==> src/rtl/accel_host_driver.sv <==
// accel_host_driver: host-side buffers and serial sequencer feeding the
// accelerator top (ifmap/filter load, compute wait, result drain).
module accel_host_driver #(
    parameter int IFMAP_BYTES    = 25,
    parameter int FILTER_BYTES   = 9,
    parameter int OUT_BYTES      = 9,
    parameter int COMPUTE_CYCLES = 12,
    parameter int OUT_SKIP       = 1
) (
    input  logic       clk,
    input  logic       rst,
    input  logic       wr_en,
    input  logic       wr_sel,
    input  logic [4:0] wr_addr,
    input  logic [7:0] wr_data,
    input  logic       start,
    output logic       busy,
    output logic       done,
    input  logic [3:0] rd_addr,
    output logic [7:0] rd_data,
    output logic       done_serial,
    output logic [7:0] acc_ifmap,
    output logic [7:0] acc_filter,
    input  logic [7:0] acc_out
);

    localparam int DRAIN_CYCLES = OUT_SKIP + OUT_BYTES;
    localparam int F_OFS        = IFMAP_BYTES - FILTER_BYTES;
    localparam int MAX_A        = (IFMAP_BYTES > COMPUTE_CYCLES) ?
                                  IFMAP_BYTES : COMPUTE_CYCLES;
    localparam int MAX_P        = (MAX_A > DRAIN_CYCLES) ?
                                  MAX_A : DRAIN_CYCLES;
    localparam int CW           = $clog2(MAX_P + 1);

    localparam logic [2:0] S_IDLE  = 3'd0;
    localparam logic [2:0] S_LOAD  = 3'd1;
    localparam logic [2:0] S_COMP  = 3'd2;
    localparam logic [2:0] S_DRAIN = 3'd3;
    localparam logic [2:0] S_DONE  = 3'd4;

    logic [2:0]    state;
    logic [CW-1:0] cnt;
    logic [CW-1:0] cnt_nxt;

    logic [7:0] ifmap_buf [IFMAP_BYTES];
    logic [7:0] filt_buf  [FILTER_BYTES];
    logic [7:0] res_buf   [OUT_BYTES];

    logic       ifm_we;
    logic       flt_we;
    logic       load_last;
    logic       comp_last;
    logic       drain_last;
    logic [7:0] ifm_first;
    logic [7:0] flt_first;
    logic [7:0] ifm_nxt;
    logic [7:0] flt_nxt;
    logic [7:0] rd_val;

    assign cnt_nxt    = cnt + CW'(1);
    assign load_last  = (cnt == CW'(IFMAP_BYTES - 1));
    assign comp_last  = (cnt == CW'(COMPUTE_CYCLES - 1));
    assign drain_last = (cnt == CW'(DRAIN_CYCLES - 1));

    // host writes land only while idle; out-of-range addresses match no entry
    assign ifm_we = wr_en && !wr_sel && (state == S_IDLE);
    assign flt_we = wr_en &&  wr_sel && (state == S_IDLE);

    // buffer read muxes, including same-cycle write bypass for byte 0
    always_comb begin
        ifm_nxt   = 8'h00;
        flt_nxt   = 8'h00;
        rd_val    = 8'h00;
        ifm_first = ifmap_buf[0];
        flt_first = 8'h00;
        if (ifm_we && (wr_addr == 5'd0)) begin
            ifm_first = wr_data;
        end
        if (F_OFS == 0) begin
            flt_first = (flt_we && (wr_addr == 5'd0)) ?
                        wr_data : filt_buf[0];
        end
        for (int i = 0; i < IFMAP_BYTES; i++) begin
            if (cnt_nxt == CW'(i)) begin
                ifm_nxt = ifmap_buf[i];
            end
        end
        for (int j = 0; j < FILTER_BYTES; j++) begin
            if (cnt_nxt == CW'(j + F_OFS)) begin
                flt_nxt = filt_buf[j];
            end
        end
        for (int k = 0; k < OUT_BYTES; k++) begin
            if (rd_addr == 4'(k)) begin
                rd_val = res_buf[k];
            end
        end
    end

    // ifmap buffer: host writes
    always_ff @(posedge clk or negedge rst) begin
        if (!rst) begin
            for (int i = 0; i < IFMAP_BYTES; i++) begin
                ifmap_buf[i] <= 8'h00;
            end
        end else begin
            for (int i = 0; i < IFMAP_BYTES; i++) begin
                if (ifm_we && (wr_addr == 5'(i))) begin
                    ifmap_buf[i] <= wr_data;
                end
            end
        end
    end

    // filter buffer: host writes
    always_ff @(posedge clk or negedge rst) begin
        if (!rst) begin
            for (int j = 0; j < FILTER_BYTES; j++) begin
                filt_buf[j] <= 8'h00;
            end
        end else begin
            for (int j = 0; j < FILTER_BYTES; j++) begin
                if (flt_we && (wr_addr == 5'(j))) begin
                    filt_buf[j] <= wr_data;
                end
            end
        end
    end

    // result buffer: capture drain samples after the skipped ones
    always_ff @(posedge clk or negedge rst) begin
        if (!rst) begin
            for (int k = 0; k < OUT_BYTES; k++) begin
                res_buf[k] <= 8'h00;
            end
        end else if (state == S_DRAIN) begin
            for (int k = 0; k < OUT_BYTES; k++) begin
                if (cnt == CW'(k + OUT_SKIP)) begin
                    res_buf[k] <= acc_out;
                end
            end
        end
    end

    // registered result read port, active in every state
    always_ff @(posedge clk or negedge rst) begin
        if (!rst) begin
            rd_data <= 8'h00;
        end else begin
            rd_data <= rd_val;
        end
    end

    // job sequencer: load -> compute -> drain -> done
    always_ff @(posedge clk or negedge rst) begin
        if (!rst) begin
            state       <= S_IDLE;
            cnt         <= '0;
            busy        <= 1'b0;
            done        <= 1'b0;
            done_serial <= 1'b0;
            acc_ifmap   <= 8'h00;
            acc_filter  <= 8'h00;
        end else begin
            case (state)
                S_IDLE: begin
                    if (start) begin
                        state       <= S_LOAD;
                        cnt         <= '0;
                        busy        <= 1'b1;
                        done_serial <= 1'b1;
                        acc_ifmap   <= ifm_first;
                        acc_filter  <= flt_first;
                    end
                end
                S_LOAD: begin
                    if (load_last) begin
                        state       <= S_COMP;
                        cnt         <= '0;
                        done_serial <= 1'b0;
                        acc_ifmap   <= 8'h00;
                        acc_filter  <= 8'h00;
                    end else begin
                        cnt        <= cnt_nxt;
                        acc_ifmap  <= ifm_nxt;
                        acc_filter <= flt_nxt;
                    end
                end
                S_COMP: begin
                    if (comp_last) begin
                        state       <= S_DRAIN;
                        cnt         <= '0;
                        done_serial <= 1'b1;
                    end else begin
                        cnt <= cnt_nxt;
                    end
                end
                S_DRAIN: begin
                    if (drain_last) begin
                        state       <= S_DONE;
                        cnt         <= '0;
                        done_serial <= 1'b0;
                        done        <= 1'b1;
                    end else begin
                        cnt <= cnt_nxt;
                    end
                end
                S_DONE: begin
                    state <= S_IDLE;
                    busy  <= 1'b0;
                    done  <= 1'b0;
                end
                default: begin
                    state       <= S_IDLE;
                    cnt         <= '0;
                    busy        <= 1'b0;
                    done        <= 1'b0;
                    done_serial <= 1'b0;
                    acc_ifmap   <= 8'h00;
                    acc_filter  <= 8'h00;
                end
            endcase
        end
    end

endmodule

==> config.mk <==
export PLATFORM = sky130hd
export DESIGN_NAME = accel_host_driver
export DESIGN_NICKNAME = d
export VERILOG_FILES = /design/src/rtl/accel_host_driver.sv
export SDC_FILE = /design/constraint.sdc
export NUM_CORES = 1
export LEC_CHECK = 0
export ABC_CLOCK_PERIOD_IN_PS = 6200
export BUFFER_PORTS_ARGS = -buffer_cell sky130_fd_sc_hd__clkbuf_2
export CORE_MARGIN = 1.5
export CORE_UTILIZATION = 50
export CTS_BUF_LIST = sky130_fd_sc_hd__clkbuf_4
export DETAILED_ROUTE_END_ITERATION = 10
export PLACE_DENSITY = 0.66
export SYNTH_ARGS = -nofsm -noshare
export SYNTH_HDL_FRONTEND = slang
export SYNTH_SLANG_ARGS = --single-unit
==> constraint.sdc <==
create_clock -name clk -period 6.2 [get_ports clk]
set_clock_uncertainty 0.2 [all_clocks]
set_input_delay 0.62 -clock clk [delete_from_list [all_inputs] [get_ports clk]]
set_output_delay 0.62 -clock clk [all_outputs]
set_load 0.02 [all_outputs]
# Word level (Yosys, flattened, before mapping)

Index checks and enable logic that the tools add are counted.

Bitwise operators: 4
Mux-type cells: 68
Equality and inequality tests: 75
Add/subtract/negate cells: 1
Reduce and logical (&&, ||, !) cells: 61

Operator list:

| operator                                                               | count |
|---|---|
| 8-bit two-way mux                                                      | 48 |
| 5-bit by 4-bit equality test with 1-bit output (second input constant) | 19 |
| 5-bit equality test (second input constant)                            | 19 |
| 5-bit by 3-bit equality test with 1-bit output (second input constant) | 12 |
| 8-bit one-hot mux with 3 select lines                                  | 2 |
| 1-bit logical AND                                                      | 38 |
| 5-bit by 2-bit equality test with 1-bit output (second input constant) | 6 |
| 2-bit AND reduction                                                    | 13 |
| 5-bit one-hot mux with 5 select lines                                  | 1 |
| 5-bit two-way mux                                                      | 4 |
| 4-bit by 3-bit equality test with 1-bit output (second input constant) | 4 |
| 5-bit by 1-bit equality test with 1-bit output (second input constant) | 3 |
| 3-bit two-way mux                                                      | 4 |
| 3-bit one-hot mux with 4 select lines                                  | 1 |
| 5-bit zero test                                                        | 2 |
| 3-bit OR reduction                                                     | 3 |
| 4-bit by 2-bit equality test with 1-bit output (second input constant) | 2 |
| 2-bit != test (second input constant)                                  | 4 |
| 3-bit by 2-bit equality test with 1-bit output (second input constant) | 2 |
| 5-bit by 1-bit adder with 5-bit output (second input constant)         | 1 |
| 1-bit two-way mux                                                      | 5 |
| 1-bit one-hot mux with 5 select lines                                  | 1 |
| 5-bit AND reduction                                                    | 1 |
| 4-bit by 1-bit equality test with 1-bit output (second input constant) | 1 |
| 9 further kinds                                                        | 13 |

Output and inout bits: 27
Register bits after elaboration: 379
Input bits: 30
Word-level logic and storage cells: 260

# Longest topological paths before layout

Gate-level depths: netlist (run 1).

Word-level depth: 29
Depth in mapped cells: 11
Depth with buffers taken out: 9

# Worst setup path before layout (run 1)

Ideal clock, no wire load.

Path kind: register to register
Start point: reg cnt[1]
End point: reg acc_ifmap[2]
Buffers on the path: 2
Data arrival time: 2.269 ns
Setup time: 0.134 ns
Clock period less this slack: 2.602 ns
Cell stages (with the launch flop): 11
Path slack: 3.598 ns
Data required time: 5.866 ns
Cell sequence: dfrtp_1 inv_1 ha_1 buf_2 or2_2 buf_2 a221o_1 a22oi_1 o22ai_1 a2111oi_0 o21ai_1

Longest elaborated chain between the ends: 29
Elaborated cells between the ends (all ways): 54
Classes of those cells: add/sub (1); eq/ne (25); mux (27); reduce/logical (1)

Ends and longest elaborated chain:

| element                                 | RTL line | source |
|---|---|---|
| from (decl)                             | 42       | `logic [CW-1:0] cnt;` |
| from (signal assigned)                  | 184      | `cnt <= cnt_nxt;` |
| from (signal assigned)                  | 195      | `cnt <= cnt_nxt;` |
| from (signal assigned)                  | 205      | `cnt <= cnt_nxt;` |
| 5-bit by 1-bit adder with 5-bit output  | 60       | `assign cnt_nxt = cnt + CW'(1);` |
| 5-bit zero test                         | 84       | `if (cnt_nxt == CW'(i)) begin` |
| 8-bit two-way mux (25 in series)        | 84       |  |
| 8-bit two-way mux *                     | 177      | `if (load_last) begin` |
| 8-bit one-hot mux with 3 select lines * | 165      | `case (state)` |
| to (signal assigned)                    | 172      | `acc_ifmap <= ifm_first;` |
| to (signal assigned)                    | 185      | `acc_ifmap <= ifm_nxt;` |
| to (decl)                               | 22       | `output logic [7:0] acc_ifmap,` |

Every way passes the cells marked *; elsewhere a longest branch is shown, timed or not.
A chain may end at the register's enable or synchronous reset.

# Worst setup path after layout (run 1)

Ends and elaborated chain as after synthesis.

==> impl_metrics.json, run 1 <==
{
  "clock_path_buffers": 3,
  "final_util": 0.564,
  "initial_core_util": 0.508,
  "post-route-min-period_ps": 4410,
  "drt-wirelength-per-cell_um": 24.7,
  "drc_errors": 0,
  "yosysTopAreaCell": "dfrtp_1",
  "finalCritPeriodShare": 0.711,
  "hold_path_class": "input port to flop",
  "p_int_uw": 3660,
  "cts_tree": "built",
  "crit_fanout": 26,
  "r2r_slack_ps": 1790,
  "synth_seq_area_share": 0.524,
  "place_inst": 1952,
  "synthTopCellsByCount": "dfrtp_1, mux2_2, nand2_1",
  "cp_slowest_stage_delay_ps": 1010,
  "synth.avg_cell_area_um2": 11.9,
  "switchingPower_uw": 1200,
  "ctsResizeCount": 0,
  "place_area_mm2": 0.0187,
  "synth_edf_count": 0,
  "grt_max_degree": 149,
  "clk_pin_slew_worst_paths_ps": 70,
  "path_class": "flop to flop",
  "sequentialPowerShare": 0.518,
  "overflow": 0,
  "p_clk_frac": 0.439,
  "ys_top_cells_by_area": "dfrtp_1, mux2_2, nand2_1, o21ai_0, a21oi_1",
  "hpwl_mm": 34.8,
  "critPathLaunchType": "flop",
  "syn_area_mm2": 0.0181,
  "grt_use_total": 0.292,
  "outcome": "finished, final reports clean",
  "cts_buffers": 100,
  "cp.required_ps": 6650,
  "die_height_um": 193,
  "io_pins": 57,
  "firstDrtPassIters": 7,
  "synth-seq-cells": 379,
  "die_x_um": 193,
  "cap_viol_max_count": 0,
  "crit_path_end_kind": "flop",
  "async_flop_share": 1.00,
  "hold_violations": 0,
  "critPathTopFamily": "compound AO/OA/AOI/OAI gates",
  "power_frac_comb": 0.042,
  "wl_mm": 52.8,
  "timing.hold.ws_ps": 177,
  "finalNonFillerCells": 2141,
  "fin_nets": 1638,
  "place_congestion": 0.930,
  "core_mm2": 0.0356,
  "arrival_ps": 4860,
  "fillers": 3108,
  "synthMostInstantiatedCell": "dfrtp_1",
  "numPortBuffers": 56,
  "root_buffer": "clkbuf_4",
  "crit_slowest_cell": "clkinv_1",
  "path_cells": "inv_1 -> ha_2 -> clkinv_1 -> nor2_1 -> o31ai_1 -> a22oi_1 -> o22ai_1 -> a2111oi_0 -> o21ai_1",
  "area_delta_synth_final_pct": 10.8,
  "powerDensity_mw_per_mm2": 243,
  "peakVddDrop_uv": 157,
  "synth_flop_cell": "dfrtp_1",
  "grt_pass1_vias": 13600,
  "synth_top_area_frac": 0.524,
  "setup_viol": 0,
  "synth_cells": 1515,
  "worstMarginPinSlew_ps": 1150,
  "maxSlewViolCount": 0,
  "routed_via_density": 6.30,
  "setup_tns_ps": 0,
  "syn-num-nets": 1550,
  "cp_num_buf_inv": 2,
  "netlist-cell-type-count": 81,
  "switching_share": 0.247,
  "cts_sinks": 379,
  "num_vias": 13500,
  "num_rows": 69,
  "ant_nets": 0,
  "layout-drive-gt1-share": 0.367,
  "p_leak_uw": 0.00941,
  "ys_warn_count": 0,
  "max-slew-margin-rel": 0.229,
  "drtIter0Drc": 1277,
  "worstSkewPairLatency_ps": 810,
  "grt_antenna_before_repair": 1,
  "postCtsSetupBuffers": 0,
  "fin_area_mm2": 0.0200,
  "die_area_mm2": 0.0373,
  "rsz0062_at_grt": "false",
  "htree_levels": 3,
  "fmax_ghz": 0.227,
  "grt_first_pass_wirelength_mm": 81.9
}
## final cells by class
| cell class | count | area (um^2) | share of cell area |
|---|---|---|---|
| clock buffers | 149 | 1120 | 0.0558 |
| flip-flops and latches | 379 | 9480 | 0.473 |
| well taps | 461 | 577 | 0.0288 |
| repair buffers | 84 | 551 | 0.0275 |
| diodes | 2 | 5.00 | 0.000250 |
| inverters | 22 | 82.6 | 0.00412 |
| multi-input cells | 1016 | 8120 | 0.405 |
| clock inverters | 28 | 115 | 0.00574 |
## layout by cell type, fill, tap and decap left out, types with 17 or more instances in the layout
master,netlist,final
o22ai_1,19,19
clkinv_1,2,24
o21ai_0,77,77
a22oi_1,32,32
nand3_1,29,29
nor2_1,49,49
nand2_1,130,130
inv_1,19,19
clkbuf_2,0,55
clkbuf_4,0,149
nor2_2,17,17
mux2_2,333,333
dfrtp_1,379,379
a21oi_1,52,52
a221oi_1,25,25
## cell families (layout without fill, tap and decap cells)
logic type	after synthesis	in the layout	share of synthesized area
muxes	350	350	0.222
xor gates and xnor gates	1	1	0.000484
other	0	2	0
DFF	379	379	0.524
AOI/OAI and AO/OA	343	343	0.132
buffers and inverters	120	283	0.0275
adders and majority gates	5	5	0.00346
and+or+nand+nor	317	317	0.0905
## registers in the layout, summed over array words and instances (netlist names)
register / cells
acc_filter: 8
acc_ifmap: 8
busy: 1
cnt: 5
done: 1
done_serial: 1
filt_buf: 72
ifmap_buf: 200
rd_data: 8
res_buf: 72
state: 3
## worst paths after layout
| path | startpoint | end | cells after the start |
|---|---|---|---|
| setup reg to reg | cnt[1] | acc_ifmap[2] | 9 |
| hold reg to reg | res_buf[0] | res_buf[0] | 2 |
| hold / removal | start | busy | 3 |
| setup / recovery | cnt[1] | acc_ifmap[2] | 9 |
| max in group asynchronous | rst | ifmap_buf[13] | 3 |
| min in group asynchronous | rst | rd_data[2] | 2 |
## per-stage QoR
stage          total power [uW]  worst slack [ps]
2_1_floorplan              2650              3600
3_3_place_gp               2760              2060
3_5_place_dp               2770              1910
4_1_cts                    4930              1940
5_1_grt                    5070              1450
6_report                   4860              1790
## repair_timing
action,CTS,global route
setup endpoints to repair,0,0
hold buffers,10,0
hold endpoints to repair,189,0
## worst min-delay path, delay by kind of cell
kind                   cells  cell delay (ps)
AND/OR/NAND/NOR            1               50
buffers and inverters      1              240
AO/OA/AOI/OAI              1              190
## power groups by stage
stage	registers, uW	clock network (uW)	logic, uW
5_1_grt	2520	2320	228
3_5_place_dp	2570	0	203
3_3_place_gp	2560	0	200
2_1_floorplan	2570	0	84.3
6_report	2520	2140	206
4_1_cts	2520	2200	209
## per-layer routing
metal	routed length, um	GRT usage
met4	1840	0.127
met2	23600	0.437
met1	22700	0.405
met3	4650	0.0700
met5	0	0.0106
Power figures use the tool's default switching activity.
==> inputs of run 2 (changes only) <==
- ABC_AREA: not set -> 1
- ABC_CLOCK_PERIOD_IN_PS: 6200 -> 4000
- PLACE_DENSITY: 0.66 -> 0.69
- clock period: 6.2 -> 4 ns (I/O delays scaled with it)
==> impl_metrics.json, run 2 <==
{
  "grt_first_pass_wirelength_mm": 75.8,
  "layout-drive-gt1-share": 0.142,
  "synth_flop_cell": "dfrtp_1",
  "synthTopCellsByCount": "nand2_1, o21ai_0, dfrtp_1",
  "fin_nets": 2250,
  "grt_pass1_vias": 14400,
  "cp_slowest_stage_delay_ps": 410,
  "regMostFlops": "ifmap_buf",
  "place_area_mm2": 0.0180,
  "syn-num-nets": 2120,
  "cts_sinks": 379,
  "drc_errors": 0,
  "mostFrequentLayoutCell": "nand2_1",
  "critPathLaunchType": "flop",
  "fin_area_mm2": 0.0194,
  "die_area_mm2": 0.0355,
  "synth_top_family_by_area": "simple AND/OR/NAND/NOR gates",
  "outcome": "finished, final reports clean",
  "largest_register_ffs": 200,
  "maxSlewViolCount": 0,
  "syn_area_mm2": 0.0172,
  "synthMuxAreaShare": 0,
  "worstMarginPinSlew_ps": 1060,
  "async_flop_share": 1.00,
  "numPortBuffers": 56,
  "drt-wirelength-per-cell_um": 16.9,
  "cp.required_ps": 4450,
  "core_mm2": 0.0337,
  "io_pins": 57,
  "reg2reg_depth": 33,
  "synth_compound_area_frac": 0.153,
  "clock_path_buffers": 3,
  "layout_common_cells": "nand2_1, o21ai_0, dfrtp_1",
  "area_delta_synth_final_pct": 13.1,
  "routed_via_density": 5.50,
  "hold_path_class": "input port to flop",
  "ys_top_cells_by_area": "dfrtp_1, nand2_1, o21ai_0, nand3_1, nor2_1",
  "die_x_um": 188,
  "wl_mm": 46.2,
  "synth-seq-cells": 379,
  "powerDensity_mw_per_mm2": 577,
  "r2r_slack_ps": 270,
  "peakVddDrop_uv": 267,
  "post-route-min-period_ps": 3730,
  "critPathTopFamily": "simple AND/OR/NAND/NOR gates",
  "crit_slowest_cell": "dfrtp_1",
  "num_vias": 15000,
  "ys_warn_count": 0,
  "ant_nets": 0,
  "max-slew-margin-rel": 0.288,
  "crit_fanout": 5,
  "fmax_ghz": 0.268,
  "yosysTopAreaCell": "dfrtp_1",
  "hold_depth": 6,
  "p_leak_uw": 0.00950,
  "clk_pin_slew_worst_paths_ps": 60,
  "cap_viol_max_count": 0,
  "place_congestion": 0.921,
  "root_buffer": "clkbuf_4",
  "setup_tns_ps": 0,
  "die_height_um": 188,
  "netlist-cell-type-count": 45,
  "min_from": "rd_addr[2]",
  "grt_max_degree": 126,
  "finalNonFillerCells": 2726,
  "cp_num_buf_inv": 5,
  "synthSimpleGateAreaFrac": 0.247,
  "grt_use_total": 0.268,
  "finalCritPeriodShare": 0.932,
  "arrival_ps": 4180,
  "place_inst": 2539,
  "synth_cells": 2085,
  "synth_top_area_frac": 0.552,
  "synth_edf_count": 0,
  "hpwl_mm": 31.2,
  "drtIter0Drc": 1131,
  "cts_buffers": 101,
  "worstSkewPairLatency_ps": 790,
  "synth_seq_area_share": 0.552,
  "firstDrtPassIters": 5,
  "initial_core_util": 0.510,
  "reg_top3": "ifmap_buf x200, filt_buf x72, res_buf x72",
  "htree_levels": 3,
  "synth.avg_cell_area_um2": 8.25,
  "reg2reg_to": "acc_ifmap[2]",
  "hold_violations": 0,
  "synth_xor_xnor_area_share": 0,
  "setup_viol": 0,
  "crit_path_end_kind": "flop",
  "final_util": 0.577,
  "num_rows": 67,
  "synthAdderAreaFrac": 0.00364,
  "crit_path_frequent_cell": "nand2_1",
  "overflow": 0,
  "reg2reg_from": "cnt[0]",
  "hold-path-endpoint": "rd_data[6]",
  "synthMostInstantiatedCell": "nand2_1",
  "grt_antenna_before_repair": 1,
  "cts_tree": "built",
  "path_class": "flop to flop"
}
[run 2: cell count changes after synthesis, moves of 13 or more]
cell	previous run	this run
nand2_1	130	729
o21ai_0	77	391
nor3_1	0	16
nor2b_1	17	0
nand3_1	29	112
nor2_1	49	111
nor2_2	17	4
o22ai_1	19	3
a22oi_1	32	0
mux2_2	333	0
buf_2	22	5
a221oi_1	25	8
inv_1	19	71
o31ai_1	14	1
[run 2: tightest hold or removal path, cell delays in order]
cell and delay (ps):
clkbuf_2 90, nor2_1 50, nand2_1 70, nor2_1 40
o2111a_1 260, nand4_1 70
[run 2: worst max-delay path by stage]
stage,from,depth (start not counted),end,slack (ps)
after detailed placement,cnt[0],34,acc_ifmap[6],230
after CTS,cnt[0],34,acc_ifmap[6],210
final,cnt[0],33,acc_ifmap[2],270
after floorplan,cnt[0],34,acc_ifmap[7],920
after global placement,cnt[0],34,acc_ifmap[6],280
after global routing,cnt[0],33,acc_ifmap[2],-60
[run 2: repair_timing]
item                                    in CTS  in global routing
buffers inserted                             0                  3
hold buffers                                19                  0
endpoints found under the setup margin       0                  6
gates resized for setup                      0                 15
endpoints found under the hold margin      227                  0
[run 2: kinds of logic (layout without fill, tap and decap cells)]
kind of cell / Yosys count / count (layout)
DFF: 379 / 379
other: 0 / 1
AOI/OAI and AO/OA: 496 / 496
buffers and inverters: 183 / 375
adders and majority gates: 5 / 5
and+or+nand+nor: 1022 / 1022
[run 2: metal layers]
metal / track usage / routed length, um / up-vias
met2: 0.407 / 20600 / 518
met1: 0.382 / 21200 / 7211
met4: 0.0876 / 950 / 0
li1: - / - / 7182
met3: 0.0628 / 3430 / 84
met5: 0 / 0 / -
[run 2: through the flow]
| stage | power, uW | hold WS (ps) | setup slack (ps) |
|---|---|---|---|
| detailed placement | 7910 | 268 | 232 |
| global route | 12000 | 30.8 | -58.6 |
| finish | 11200 | 62.0 | 272 |
| global placement | 7830 | 260 | 278 |
| CTS | 11200 | 0.286 | 211 |
| floorplan | 6980 | -95.6 | 922 |
[run 2: cell type report]
class                   count  area (um^2)
fillers                  3148        14300
clock buffers             151         1130
flip-flops and latches    379         9490
clock inverters            14         62.6
diodes                      1         2.50
multi-input cells        1523         7000
well taps                 448          561
inverters                  83          315
repair buffers            127          883
[run 2: power breakdown]
group          internal (uW)  switching (uW)  total [uW]
sequential              4540             424        4970
combinational           1060            1970        3030
clock                   1700            1520        3220
==> inputs of run 3 (changes only) <==
--- a/config.mk
+++ b/config.mk
@@ -8,3 +8,3 @@
 export ABC_AREA = 1
-export ABC_CLOCK_PERIOD_IN_PS = 4000
+export ABC_CLOCK_PERIOD_IN_PS = 3500
 export BUFFER_PORTS_ARGS = -buffer_cell sky130_fd_sc_hd__clkbuf_2
@@ -14,3 +14,3 @@
 export DETAILED_ROUTE_END_ITERATION = 10
-export PLACE_DENSITY = 0.69
+export PLACE_DENSITY = 0.66
 export SYNTH_ARGS = -nofsm -noshare
==> constraint.sdc (replaced) <==
create_clock -name clk -period 3.5 [get_ports clk]
set_clock_uncertainty 0.2 [all_clocks]
set_input_delay 0.35 -clock clk [delete_from_list [all_inputs] [get_ports clk]]
set_output_delay 0.35 -clock clk [all_outputs]
set_load 0.01 [all_outputs]
==> impl_metrics.json, run 3 (same netlist as run 2, synthesis figures left out) <==
{
  "largest_register_ffs": 200,
  "grt_first_pass_wirelength_mm": 78.3,
  "pre_cts_slack_ps": -142,
  "cp_slowest_stage_delay_ps": 420,
  "clock_path_buffers": 3,
  "sequentialPowerShare": 0.409,
  "grt_use_total": 0.277,
  "mostFrequentLayoutCell": "nand2_1",
  "cts_buffers": 100,
  "cp.required_ps": 4030,
  "initial_core_util": 0.510,
  "powerDensity_mw_per_mm2": 672,
  "power_frac_comb": 0.309,
  "arrival_ps": 4100,
  "fin_nets": 2337,
  "hpwl_mm": 31.7,
  "min_from": "wr_addr[0]",
  "hold_depth": 5,
  "switchingPower_uw": 4830,
  "cp_num_buf_inv": 3,
  "reg2reg_from": "cnt[0]",
  "grt_max_degree": 84,
  "setup_ws_ps": -72.5,
  "critPathLaunchType": "flop",
  "reg_top3": "ifmap_buf x200, filt_buf x72, res_buf x72",
  "setup_viol": 6,
  "numPortBuffers": 56,
  "io_pins": 57,
  "cts_sinks": 379,
  "root_buffer": "clkbuf_4",
  "cap_viol_max_count": 0,
  "hold-path-endpoint": "ifmap_buf[7]",
  "switching_share": 0.348,
  "fmax_ghz": 0.280,
  "wl_mm": 47.9,
  "crit_fanout": 5,
  "peakVddDrop_uv": 266,
  "rsz0062_at_grt": "true",
  "firstDrtPassIters": 5,
  "clk_pin_slew_worst_paths_ps": 70,
  "layout_common_cells": "nand2_1, o21ai_0, dfrtp_1",
  "reg2reg_to": "acc_ifmap[7]",
  "area_delta_synth_final_pct": 20.2,
  "htree_levels": 3,
  "crit_path_frequent_cell": "nand2_1",
  "grt_antenna_before_repair": 3,
  "p_clk_frac": 0.282,
  "overflow": 0,
  "cts_tree": "built",
  "hold_violations": 0,
  "core_mm2": 0.0337,
  "drc_errors": 0,
  "maxSlewViolCount": 0,
  "num_vias": 15300,
  "place_congestion": 0.900,
  "reg2reg_depth": 36,
  "path_class": "flop to flop",
  "drtIter0Drc": 1270,
  "grt_pass1_vias": 14900,
  "num_rows": 67,
  "critPathTopFamily": "simple AND/OR/NAND/NOR gates",
  "cp-startpoint": "cnt[0]",
  "die_area_mm2": 0.0355,
  "routed_via_density": 5.39,
  "hold_path_class": "input port to flop",
  "die_height_um": 188,
  "crit_path_end_kind": "flop",
  "drt-wirelength-per-cell_um": 17.0,
  "die_x_um": 188,
  "violations": "setup timing",
  "worstSkewPairLatency_ps": 820,
  "p_int_uw": 9040,
  "r2r_slack_ps": -70,
  "outcome": "complete, but fails checks",
  "total_power_uw": 13900,
  "max-slew-margin-rel": 0.311,
  "p_leak_uw": 0.0102,
  "crit_slowest_cell": "dfrtp_1",
  "post-route-min-period_ps": 3570,
  "ant_nets": 0,
  "finalCritPeriodShare": 1.02,
  "regMostFlops": "ifmap_buf",
  "layout-drive-gt1-share": 0.198,
  "worstMarginPinSlew_ps": 1030
}
## run 3: cell types whose count changed in the layout (fill, tap and decap cells not counted), sizes merged
cell / delta
clkinv: +8
diode: +5
buf: +78
bufinv: +2
clkinvlp: -1
dlygate4sd3: +10
## run 3: power groups by stage
| stage | sequential (uW) | clock [uW] | combinational, uW |
|---|---|---|---|
| 2_1_floorplan | 5630 | 0 | 2280 |
| 3_3_place_gp | 5700 | 0 | 3520 |
| 3_5_place_dp | 5730 | 0 | 3590 |
| 4_1_cts | 5660 | 3990 | 3830 |
| 5_1_grt | 5770 | 4230 | 4800 |
| 6_report | 5680 | 3910 | 4290 |
## run 3: worst min-delay path, delay by kind of cell
family	cells	cell delay, ps
buffers and inverters	2	370
and+or+nand+nor	2	200
AOI/OAI and AO/OA	1	100
## run 3: per-stage QoR
step | instances | area (um^2) | hold slack (ps) | setup TNS, ps | util
2_1_floorplan | 2085 | 17200 | -146 | 0 | -
3_3_place_gp | 2587 | 18400 | 223 | -321 | 0.545
3_5_place_dp | 2587 | 18400 | 232 | -839 | 0.545
4_1_cts | 2806 | 20200 | 18.5 | -110 | 0.599
5_1_grt | 2828 | 20700 | 68.6 | -2430 | 0.613
6_report | 2828 | 20700 | 57.4 | -273 | 0.613
## run 3: cell type report
cell class | count | area [um^2]
fill | 3027 | 13000
sequential | 379 | 9490
multi-input combinational | 1523 | 7320
timing repair buffer | 215 | 1680
clock buffer | 151 | 1130
tap | 448 | 561
inverter | 83 | 327
clock inverter | 23 | 140
antenna | 6 | 15.0
## run 3: worst max-delay path by stage
stage	to	slack [ps]	cells after the start
2_1_floorplan	acc_ifmap[7]	420	34
3_3_place_gp	acc_ifmap[2]	-80	36
3_5_place_dp	acc_ifmap[2]	-140	34
4_1_cts	acc_ifmap[4]	-30	34
5_1_grt	acc_ifmap[2]	-370	36
6_report	acc_ifmap[7]	-70	36
## run 3: routing by layer
metal | routed length [um] | global-route usage | vias up
li1 | - | - | 7381
met1 | 22200 | 0.387 | 7277
met2 | 21500 | 0.426 | 504
met3 | 3130 | 0.0603 | 90
met4 | 1100 | 0.103 | 0
met5 | 0 | 0 | -
## run 3: timing repair
action,4_1_cts,5_1_grt
hold buffers,30,0
pin swaps,16,39
endpoints found under the hold margin,584,0
gates resized for setup,30,83
gates cloned,0,0
setup buffers,15,16
endpoints found under the setup margin,8,34
